[config.mk]
export PLATFORM = sky130hd
export DESIGN_NAME = audio_adc_rx
export DESIGN_NICKNAME = d
export VERILOG_FILES = /design/src/rtl/audio_adc_rx.sv
export SDC_FILE = /design/constraint.sdc
export NUM_CORES = 1
export LEC_CHECK = 0
export BUFFER_PORTS_ARGS = -buffer_cell sky130_fd_sc_hd__buf_4
export CAP_MARGIN = 20
export CORE_MARGIN = 2
export CORE_UTILIZATION = 50
export CTS_BUF_LIST = sky130_fd_sc_hd__clkbuf_2
export DETAILED_ROUTE_END_ITERATION = 8
export GPL_TIMING_DRIVEN = 0
export PLACE_DENSITY = 0.84
export SYNTH_ARGS = -nofsm -noshare
export SYNTH_HDL_FRONTEND = slang
export SYNTH_SLANG_ARGS = --single-unit
[constraint.sdc]
create_clock -name iCLK_18_4 -period 1.6 [get_ports iCLK_18_4]
set_input_delay 0.32 -clock iCLK_18_4 [delete_from_list [all_inputs] [get_ports iCLK_18_4]]
set_output_delay 0.32 -clock iCLK_18_4 [all_outputs]
set_load 0.005 [all_outputs]
[src/rtl/audio_adc_rx.sv]
// audio_adc_rx: codec ADC serial receiver (BCK/LRCK/DAT, MSB first, left-justified).
// Ports: iCLK_18_4/iRST_N, codec inputs, stereo frame out with valid/ack, sticky flags.
module audio_adc_rx #(
  parameter int DATA_WIDTH  = 16,
  parameter int SYNC_STAGES = 2
) (
  input  logic                  iCLK_18_4,
  input  logic                  iRST_N,
  input  logic                  iAUD_BCK,
  input  logic                  iAUD_ADCLRCK,
  input  logic                  iAUD_ADCDAT,
  output logic [DATA_WIDTH-1:0] oLEFT_DATA,
  output logic [DATA_WIDTH-1:0] oRIGHT_DATA,
  output logic                  oDATA_VALID,
  input  logic                  iDATA_ACK,
  output logic                  oOVERRUN,
  output logic                  oSHORT_ERR,
  input  logic                  iERR_CLR
);

  localparam int CW = $clog2(DATA_WIDTH + 1);
  localparam logic [CW-1:0] CNT_FULL = CW'(DATA_WIDTH);
  localparam logic [DATA_WIDTH-1:0] MSB_ONE =
    {1'b1, {(DATA_WIDTH-1){1'b0}}};

  typedef enum logic [1:0] {
    WAIT_SYNC,
    RX_LEFT,
    RX_RIGHT
  } state_t;

  state_t state, state_nx;

  logic [SYNC_STAGES-1:0] bck_sync;
  logic [SYNC_STAGES-1:0] lr_sync;
  logic [SYNC_STAGES-1:0] dat_sync;
  logic                   bck_d;
  logic                   lr_d;
  logic [SYNC_STAGES:0]   prime;

  logic bck_s, lr_s, dat_s, primed;
  logic bck_rise, lr_rise, lr_fall, lr_edge;

  logic start_left, end_left, end_right, capture;
  logic word_start, short_set, ovr_set;

  logic [DATA_WIDTH-1:0] shift;
  logic [DATA_WIDTH-1:0] bit_mask;
  logic [CW-1:0]         cnt;
  logic [DATA_WIDTH-1:0] left_hold;
  logic [DATA_WIDTH-1:0] right_hold;
  logic                  pub_q;

  always_ff @(posedge iCLK_18_4 or negedge iRST_N) begin
    if (!iRST_N) begin
      bck_sync <= '0;
      lr_sync  <= '0;
      dat_sync <= '0;
      bck_d    <= 1'b0;
      lr_d     <= 1'b0;
      prime    <= '0;
    end else begin
      bck_sync <= {bck_sync[SYNC_STAGES-2:0], iAUD_BCK};
      lr_sync  <= {lr_sync[SYNC_STAGES-2:0], iAUD_ADCLRCK};
      dat_sync <= {dat_sync[SYNC_STAGES-2:0], iAUD_ADCDAT};
      bck_d    <= bck_sync[SYNC_STAGES-1];
      lr_d     <= lr_sync[SYNC_STAGES-1];
      prime    <= {prime[SYNC_STAGES-1:0], 1'b1};
    end
  end

  assign bck_s = bck_sync[SYNC_STAGES-1];
  assign lr_s  = lr_sync[SYNC_STAGES-1];
  assign dat_s = dat_sync[SYNC_STAGES-1];

  // The zeroed synchronizers would fake an LRCK rise right after reset
  // when LRCK is high; edges count only once the chain holds real samples.
  assign primed = prime[SYNC_STAGES];

  assign bck_rise = primed & bck_s & ~bck_d;
  assign lr_rise  = primed & lr_s & ~lr_d;
  assign lr_fall  = primed & ~lr_s & lr_d;
  assign lr_edge  = lr_rise | lr_fall;

  always_ff @(posedge iCLK_18_4 or negedge iRST_N) begin
    if (!iRST_N) state <= WAIT_SYNC;
    else         state <= state_nx;
  end

  always_comb begin
    state_nx = state;
    unique case (state)
      WAIT_SYNC: if (lr_rise) state_nx = RX_LEFT;
      RX_LEFT:   if (lr_edge) state_nx = RX_RIGHT;
      RX_RIGHT:  if (lr_edge) state_nx = RX_LEFT;
      default:   state_nx = WAIT_SYNC;
    endcase
  end

  always_comb begin
    start_left = 1'b0;
    end_left   = 1'b0;
    end_right  = 1'b0;
    capture    = 1'b0;
    unique case (state)
      WAIT_SYNC: start_left = lr_rise;
      RX_LEFT: begin
        end_left = lr_edge;
        capture  = 1'b1;
      end
      RX_RIGHT: begin
        end_right = lr_edge;
        capture   = 1'b1;
      end
      default: ;
    endcase
  end

  assign word_start = start_left | end_left | end_right;
  assign bit_mask   = MSB_ONE >> cnt;
  assign short_set  = (end_left | end_right) & (cnt < CNT_FULL);

  // A BCK rise coinciding with an LRCK edge is the new word's MSB.
  always_ff @(posedge iCLK_18_4 or negedge iRST_N) begin
    if (!iRST_N) begin
      shift <= '0;
      cnt   <= '0;
    end else if (word_start) begin
      shift <= (bck_rise & dat_s) ? MSB_ONE : '0;
      cnt   <= bck_rise ? CW'(1) : '0;
    end else if (capture & bck_rise & (cnt < CNT_FULL)) begin
      if (dat_s) shift <= shift | bit_mask;
      cnt <= cnt + CW'(1);
    end
  end

  always_ff @(posedge iCLK_18_4 or negedge iRST_N) begin
    if (!iRST_N) begin
      left_hold  <= '0;
      right_hold <= '0;
      pub_q      <= 1'b0;
    end else begin
      pub_q <= end_right;
      if (end_left)  left_hold  <= shift;
      if (end_right) right_hold <= shift;
    end
  end

  assign ovr_set = pub_q & oDATA_VALID & ~iDATA_ACK;

  always_ff @(posedge iCLK_18_4 or negedge iRST_N) begin
    if (!iRST_N) begin
      oLEFT_DATA  <= '0;
      oRIGHT_DATA <= '0;
      oDATA_VALID <= 1'b0;
      oOVERRUN    <= 1'b0;
      oSHORT_ERR  <= 1'b0;
    end else begin
      if (pub_q) begin
        oLEFT_DATA  <= left_hold;
        oRIGHT_DATA <= right_hold;
        oDATA_VALID <= 1'b1;
      end else if (iDATA_ACK & oDATA_VALID) begin
        oDATA_VALID <= 1'b0;
      end
      if (ovr_set)       oOVERRUN <= 1'b1;
      else if (iERR_CLR) oOVERRUN <= 1'b0;
      if (short_set)     oSHORT_ERR <= 1'b1;
      else if (iERR_CLR) oSHORT_ERR <= 1'b0;
    end
  end

endmodule

==> flow_summary.toml, run 1 <==
[power_and_ir_drop]
p_comb_share_pct = 25.8
p_leak_nw = 2.52
internal_power_mw = 4.05
design_power_total_mw = 5.88
switching_share_pct = 31.1
switchingPower_mw = 1.83
powerDensity_nw_per_um2 = 1200
clockPowerShare_pct = 24.1
ir_drop_mv = 0.666
pwr-share-seq_pct = 50.0

[logic_synthesis]
synth_area_leaders = "dfrtp_1, mux2_2, ha_1, mux2_4, nor2_1"
synth_area_um2 = 4030
ys_ff_latch = 102
synthFlopType = "dfrtp_1"
synthTopCellsByCount = "dfrtp_1, mux2_2, nor2_1"
yosysTopAreaCellShare_pct = 63.4
synth.avg_cell_area_um2 = 14.8
synth_cells = 272
yosysSeqAreaShare_pct = 63.4
postSynth.asyncResetShare_pct = 100
synth_edf_count = 0
synth_cell_types = 40
synth_most_common_cell = "dfrtp_1"
synth_nets = 290
yosys_warnings = 0
synth_top_area_cell = "dfrtp_1"

[clock_tree]
clkTransAtPathRegs_ns = 0.27
cts_buffers = 9
clk_path_buf_depth = 2
root_buffer = "clkbuf_2"
clkSinkCount = 102
clk-insertion-delay-late_ns = 0.58
cts_max_level = 3
cts_tree = "done"

[grt]
grt_pass1_wl_um = 12100
grt_busiest_layer = "met2"
grtUsageMet2_pct = 28.6
grt_max_degree = 64
grt_remaining_overflow = 0
grt_pass1_vias = 2429
grtUsageTotal_pct = 18.1
grt_use_met1_pct = 24.5
antenna_found_initial = 0
grt_use_met3_pct = 5.06

[floorplan]
die_w_um = 93.7
row_count = 32
die-area_um2 = 8790
core-area_um2 = 7770
ios = 42
initial_core_util_pct = 51.8
die_h_um = 93.7

[flow_run]
maxCapViolCount = 0

[detailed_routing]
wl_um = 7270
route.vias.total = 2353
wire_per_inst_um = 16.2
drc = 0
via_per_inst = 5.24
ant_nets = 0
drt_iter0_drc = 236
drtPass1Iterations = 4

[sta]
min_period_ns = 1.59
fin_crit_sh_pct = 99.5
fmax_ghz = 0.628
fin_worst_skew_ns = 0.0390
hold_slack_ns = 0.216
finalMaxSlewViolations = 0
hold_viol_final = 0
setup_viol = 0
tightest_slew_ns = 0.514
relSlewSlack_pct = 65.7

[critical_path]
crit_slowest_cell = "dfrtp_2"
arrival_ns = 2.08
cp-start-kind = "register"
worst_ep_required_time_ns = 2.09
crit_chain = "xor2_4 -> o21ai_2 -> a21boi_2 -> clkbuf_4 -> nor2_1"
critPathMaxFanout = 10
cp_num_buf_inv = 1
crit_family = "flip-flops"
rr_startpoint = "lr_sync[1]"
worstSetupEndpointType = "register"
critPathKind = "register to register"
crit_path_start = "lr_sync[1]"
slowest_delay_ns = 0.52

[run_status]
status = "finished clean"

[cells_and_area]
fill_cells = 575
finalNonFillerCells = 449
insertedDiodeCount = 0
drive_above_1_share_pct = 47.3
synthToLayoutAreaGrowth_pct = 21.4
multi_input_area_um2 = 1470
seqCellArea_um2 = 2560
nNetsFinal = 360

[place]
place_congestion = 0.865
hpwl_um = 4720
io_buffers = 41
place_inst = 416

[hold_path]
hold_class = "input pin to asynchronous set/reset pin"
## metrics by stage
stage | util, % | TNS (ns) | area, um^2 | setup slack [ns]
after floorplan | - | 0 | 4030 | 0.0742
after global placement | 57.4 | -0.0740 | 4460 | -0.0293
after detailed placement | 57.8 | -1.26 | 4490 | -0.0983
after CTS | 61.1 | -0.0540 | 4740 | -0.0232
after global routing | 62.9 | -1.03 | 4890 | -0.0858
final | 62.9 | 0 | 4890 | 0.00792
## registers in the layout, summed over array words and instances (netlist names), 2 cells and up
register     flops
bck_sync         2
right_hold      16
dat_sync         2
cnt              5
state            2
shift           16
oRIGHT_DATA     16
oLEFT_DATA      16
prime            3
left_hold       16
lr_sync          2
## cell families after synthesis
group | count (synthesis) | synth area share (%)
DFF | 102 | 63.4
buffers and inverters | 18 | 2.27
and+or+nand+nor | 43 | 6.28
muxes | 67 | 19.4
adders and majority gates | 11 | 3.42
other | 1 | 0.0931
xor gates and xnor gates | 3 | 0.839
AOI/OAI and AO/OA | 27 | 4.29
## power by group through the flow
stage	registers [mW]	clock network [mW]	logic [mW]
after floorplan	2.95	0	0.799
after global placement	2.97	0	1.09
after detailed placement	2.99	0	1.14
after CTS	2.93	1.46	1.28
after global routing	2.97	1.57	1.66
final	2.94	1.42	1.52
## cell usage in the layout, fill, tap and decap left out, types with 5 or more instances in the layout
master,Yosys,layout
a21oi_1,7,7
a31oi_1,10,10
buf_4,1,50
buf_6,2,5
clkbuf_2,0,10
dfrtp_1,102,99
dlygate4sd3_1,0,6
ha_1,11,8
inv_1,9,7
mux2_2,57,57
mux2_4,8,8
nor2_1,24,23
## timing repair
action                                  in CTS  in global routing
setup buffers                                3                  8
hold buffers                                 6                  0
pin swaps                                    4                  7
resized for setup                            7                 20
hold endpoints to repair                    44                  0
endpoints found under the setup margin      25                 40
## path summary, 6_finish.rpt
check	to	slack (ns)	cells past startpoint
worst max-delay path	shift[6]	0.008	5
worst min-delay path	left_hold[0]	0.22	2
worst max register to register	shift[6]	0.008	5
worst min register to register	bck_sync[1]	0.38	0
max in group asynchronous	left_hold[5]	0.71	3
min in group iCLK_18_4	bck_sync[1]	0.38	0
## layer usage
layer  vias up  part of all wire, %
met3        16                  5.1
met1      1167                   44
li1       1092                    -
met2        78                   48
met5         -                    0
met4         0                  2.1
## layout make-up
class,instances,share of cell area [%]
plain buffers,9,1.33
clock buffers,9,0.921
clock inverters,7,2.15
inverters,9,0.691
multi-input cells,152,30.1
flip-flops and latches,102,52.3
well taps,102,2.61
repair buffers,59,9.93
Power figures use the tool's default switching activity.
==> inputs of run 2 (changes only) <==
Settings changed: CORE_ASPECT_RATIO from default to 0.7.
==> run 2 against run 1 <==
Net effect: the run now ends with setup timing left; via count shrank 0.89%; count of clock-buffer cells in the layout up 1; routed wire length is 0.87% lower; clock power fell by 18%; sequential power is essentially flat; non-clock buffer count grew 4; fmax fell by 0.70%; setup slack got worse by 0.011 ns; global-route usage is 0.81 points lower; clock skew shrank 0.023 ns; final area decreased by 0.28%; core utilization shrank 0.74 points; critical endpoint is now state[1]; highest routed layer unchanged.
==> flow_summary.toml, run 2 (synthesis results as in run 1) <==
[floorplan]
die_w_um = 111
initial_core_util_pct = 51.4
row_count = 27
die-area_um2 = 8800
core-area_um2 = 7840
ios = 42
die_h_um = 79.1

[cells_and_area]
nNetsFinal = 364
synthToLayoutAreaGrowth_pct = 21.1
seqCellArea_um2 = 2550
finalNonFillerCells = 452
fill_cells = 589
final_core_utilization_pct = 62.2
insertedDiodeCount = 0
multi_input_area_um2 = 1460
drive_above_1_share_pct = 47.6
final_common_cell = "dfrtp_1"
layout_common_cells = "dfrtp_1, mux2_2, buf_4"

[critical_path]
critPathMaxFanout = 4
worstSetupEndpointType = "register"
rr_startpoint = "state[1]"
crit_slowest_cell = "dfrtp_1"
arrival_ns = 2.05
cp_num_buf_inv = 2
crit_path_start = "state[1]"
r2r_slack_ns = -0.003
crit_family = "flip-flops"
critical_path.most_common_cell = "buf_4"
setup.worst_path.end = "state[1]"
crit_chain = "buf_4 -> buf_4 -> ha_4 -> o31ai_2 -> mux2_2"
worstSetupPathDepth = 5
slowest_delay_ns = 0.46
cp-start-kind = "register"
worst_ep_required_time_ns = 2.05
critPathKind = "register to register"
r2r_end = "state[1]"
r2r_cells = 5

[grt]
grt_pass1_wl_um = 11900
grtUsageTotal_pct = 17.3
grt_pass1_vias = 2278
antenna_found_initial = 0
grt_remaining_overflow = 0
grt_max_degree = 76

[clock_tree]
cts_tree = "done"
clk-insertion-delay-late_ns = 0.52
root_buffer = "clkbuf_2"
clkTransAtPathRegs_ns = 0.25
cts_buffers = 9
clkSinkCount = 102
cts_max_level = 3
clk_path_buf_depth = 2

[sta]
fin_worst_skew_ns = 0.0165
setup_slack_ns = -0.00332
fin_setup_tns_ns = -0.00332
finalMaxSlewViolations = 0
rsz0062_at_grt = "yes"
fmax_ghz = 0.624
fin_crit_sh_pct = 100
hold_slack_ns = 0.0713
min_period_ns = 1.60
hold_viol_final = 0
setup_viol = 1

[hold_path]
hold_class = "input pin to register"
min_path_cells = 3

[detailed_routing]
drtPass1Iterations = 4
route.vias.total = 2332
drc = 0
via_per_inst = 5.16
ant_nets = 0
wl_um = 7200
drt_iter0_drc = 147
wire_per_inst_um = 15.9

[power_and_ir_drop]
ir_drop_mv = 0.638
p_leak_nw = 2.53
design_power_total_mw = 5.65
powerDensity_nw_per_um2 = 1160

[place]
io_buffers = 41
hpwl_um = 4910
place_inst = 415
place_congestion = 0.899

[run_status]
status = "finished with violations"
violations = "setup timing"

[flow_run]
maxCapViolCount = 0
run 2: cell count changes in the layout (fill, tap and decap cells not counted), sizes merged:
cell         previous run  this run
clkbuf                 12        14
dlygate4sd3             6         4
clkinvlp                1         0
buf                    59        64
bufinv                  2         1
clkinv                  2         4
inv                    11        10
run 2: layer usage:
layer,vias up,global-route usage (%),wire [um]
met3,8,4.12,398
met1,1162,25.4,3510
li1,1092,-,-
met2,70,26.0,3210
met5,-,0,0
met4,0,5.19,85
run 2: cell type report:
type | count | share of cell area (%)
well taps | 101 | 2.59
plain buffers | 9 | 1.54
flip-flops and latches | 102 | 52.4
multi-input cells | 152 | 30.0
inverters | 9 | 0.693
repair buffers | 63 | 10.5
clock buffers | 10 | 1.03
clock inverters | 6 | 1.26
run 2: repair_timing:
item / in CTS / in global routing
setup buffers: 5 / 12
gates cloned: 0 / 0
hold endpoints to repair: 30 / 0
setup endpoints to repair: 30 / 35
pin swaps: 3 / 5
hold buffers: 4 / 0
resized for setup: 9 / 18
run 2: power breakdown:
| part | switching [mW] | internal, mW |
|---|---|---|
| Clock | 0.795 | 0.368 |
| Combinational | 0.787 | 0.755 |
| Sequential | 0.158 | 2.78 |
run 2: worst min-delay path by stage:
stage,slack (ns),from,end
3_5_place_dp,0.27,iRST_N,oRIGHT_DATA[1]
5_1_grt,0.04,iERR_CLR,oSHORT_ERR
6_report,0.07,iERR_CLR,oSHORT_ERR
3_3_place_gp,0.33,prime[0],prime[1]
2_1_floorplan,0.02,iRST_N,bck_d
4_1_cts,0.03,iERR_CLR,oSHORT_ERR
run 2: worst min-delay path: stages:
cell       delay [ns]
buf_4            0.08
inv_1            0.05
o2bb2ai_1        0.12
run 2: stage by stage:
stage          setup slack, ns  cell area (um^2)
6_report              -0.00332              4870
4_1_cts               -0.00195              4720
2_1_floorplan           0.0742              4030
5_1_grt                -0.0549              4870
3_3_place_gp           -0.0845              4460
3_5_place_dp            -0.111              4490
==> inputs of run 3 (changes only) <==
==> constraint.sdc (replaced) <==
create_clock -name iCLK_18_4 -period 1.6 [get_ports iCLK_18_4]
set_input_delay 0.48 -clock iCLK_18_4 [delete_from_list [all_inputs] [get_ports iCLK_18_4]]
set_output_delay 0.48 -clock iCLK_18_4 [all_outputs]
set_load 0.005 [all_outputs]
==> run 3 against run 2 <==
Net effect: the run now ends clean; worst hold slack got worse by 0.014 ns; clock power is essentially flat; critical path type unchanged; count of clock-buffer cells in the layout stayed put; clock skew about the same; sequential power hardly changed; cell count increased by 2.0%; total power increased by 0.96%.
==> flow_summary.toml, run 3 (synthesis results as in run 1) <==
[sta]
fin_worst_skew_ns = 0.0167
min_period_ns = 1.59
hold_viol_final = 0
rsz0062_at_grt = "yes"
setup_viol = 0
fmax_ghz = 0.627
finalMaxSlewViolations = 0
setup_slack_ns = 0.00513
fin_crit_sh_pct = 99.7

[grt]
antenna_found_initial = 0
grt_remaining_overflow = 0
grt_pass1_wl_um = 12100
grt_max_degree = 76
grtUsageTotal_pct = 17.7
grt_pass1_vias = 2300

[clock_tree]
clk-insertion-delay-late_ns = 0.52
clkSinkCount = 102
cts_tree = "done"
cts_max_level = 3
clkTransAtPathRegs_ns = 0.25
cts_buffers = 9
clk_path_buf_depth = 2
root_buffer = "clkbuf_2"

[power_and_ir_drop]
p_leak_nw = 2.60
powerDensity_nw_per_um2 = 1130
ir_drop_mv = 0.641

[floorplan]
ios = 42
core-area_um2 = 7840
die-area_um2 = 8800
die_h_um = 79.1
initial_core_util_pct = 51.4
die_w_um = 111
row_count = 27

[cells_and_area]
layout_common_cells = "dfrtp_1, mux2_2, buf_6, buf_4, nor2_1"
finalNonFillerCells = 461
final_common_cell = "dfrtp_1"
insertedDiodeCount = 0
synthToLayoutAreaGrowth_pct = 25.6
drive_above_1_share_pct = 49.7
nNetsFinal = 373

[critical_path]
crit_slowest_cell = "dfrtp_1"
crit_chain = "buf_4 -> buf_4 -> ha_4 -> o31ai_2 -> mux2_2"
critical_path.most_common_cell = "buf_4"
critPathKind = "register to register"
arrival_ns = 2.04
worst_ep_required_time_ns = 2.05
worstSetupEndpointType = "register"
cp-start-kind = "register"
critPathMaxFanout = 4
slowest_delay_ns = 0.46

[detailed_routing]
drt_iter0_drc = 141
drtPass1Iterations = 4
ant_nets = 0
wire_per_inst_um = 16.0
via_per_inst = 5.14
wl_um = 7370
drc = 0
route.vias.total = 2368

[place]
hpwl_um = 4910
dp_slack_ns = -0.111
place_inst = 415
place_congestion = 0.899
io_buffers = 41

[hold_path]
hold_class = "input pin to register"

[run_status]
status = "finished clean"

[flow_run]
maxCapViolCount = 0
-- run 3: what timing repair did --
| action | CTS | global route |
|---|---|---|
| resized for setup | 32 | 28 |
| setup buffers | 14 | 15 |
| hold buffers | 1 | 0 |
| setup endpoints to repair | 54 | 70 |
| pin swaps | 3 | 6 |
| endpoints found under the hold margin | 27 | 0 |
-- run 3: metrics by stage --
stage               util [%]  hold slack (ns)  TNS, ns  power [mW]  cell area [um^2]
floorplan                  -            0.184        0        3.75              4030
global placement        56.9            0.332   -0.650        4.08              4460
detailed placement      57.3            0.335    -1.24        4.14              4490
CTS                     61.8           0.0123   -0.323        5.54              4840
global route            64.5          0.00158    -1.67        5.99              5060
finish                  64.5           0.0578        0        5.70              5060
-- run 3: report_power, final --
group	switching, mW	leakage, nW	internal [mW]	total, mW
registers	0.165	1.39	2.78	2.95
clock network	0.800	0.0737	0.368	1.17
logic	0.793	1.14	0.792	1.58
total	1.76	2.60	3.94	5.70
-- run 3: final cells by class --
| cell class | instances | area, um^2 |
|---|---|---|
| plain buffers | 9 | 75.1 |
| multi-input cells | 152 | 1460 |
| fillers | 575 | 2780 |
| well taps | 101 | 126 |
| repair buffers | 72 | 698 |
| clock buffers | 10 | 50.0 |
| inverters | 9 | 33.8 |
| flip-flops and latches | 102 | 2550 |
| clock inverters | 6 | 61.3 |
-- run 3: critical path, delay by kind of cell, from the launching register on --
| kind | cells | cell delay [ns] |
|---|---|---|
| buffers and inverters | 2 | 0.27 |
| AO/OA/AOI/OAI | 1 | 0.25 |
| adder cells (fa/ha/maj) | 1 | 0.18 |
| multiplexers | 1 | 0.37 |
| flip-flops | 1 | 0.46 |
-- run 3: path summary, 6_finish.rpt --
kind / startpoint / to / slack [ns] / depth (start not counted)
setup / recovery: state[1] / state[1] / 0.005 / 5
hold / removal: iAUD_ADCLRCK / lr_sync[0] / 0.06 / 1
setup reg to reg: state[1] / state[1] / 0.005 / 5
hold reg to reg: lr_sync[0] / lr_sync[1] / 0.36 / 0
max in group asynchronous: iRST_N / prime[2] / 0.53 / 3
min in group asynchronous: iRST_N / oRIGHT_DATA[7] / 0.37 / 2
-- run 3: routing by layer --
layer  global-route usage, %  wire length, um
met1                    25.7             3630
met2                    26.9             3320
met3                    4.20              323
met4                    5.19               93
met5                       0                0
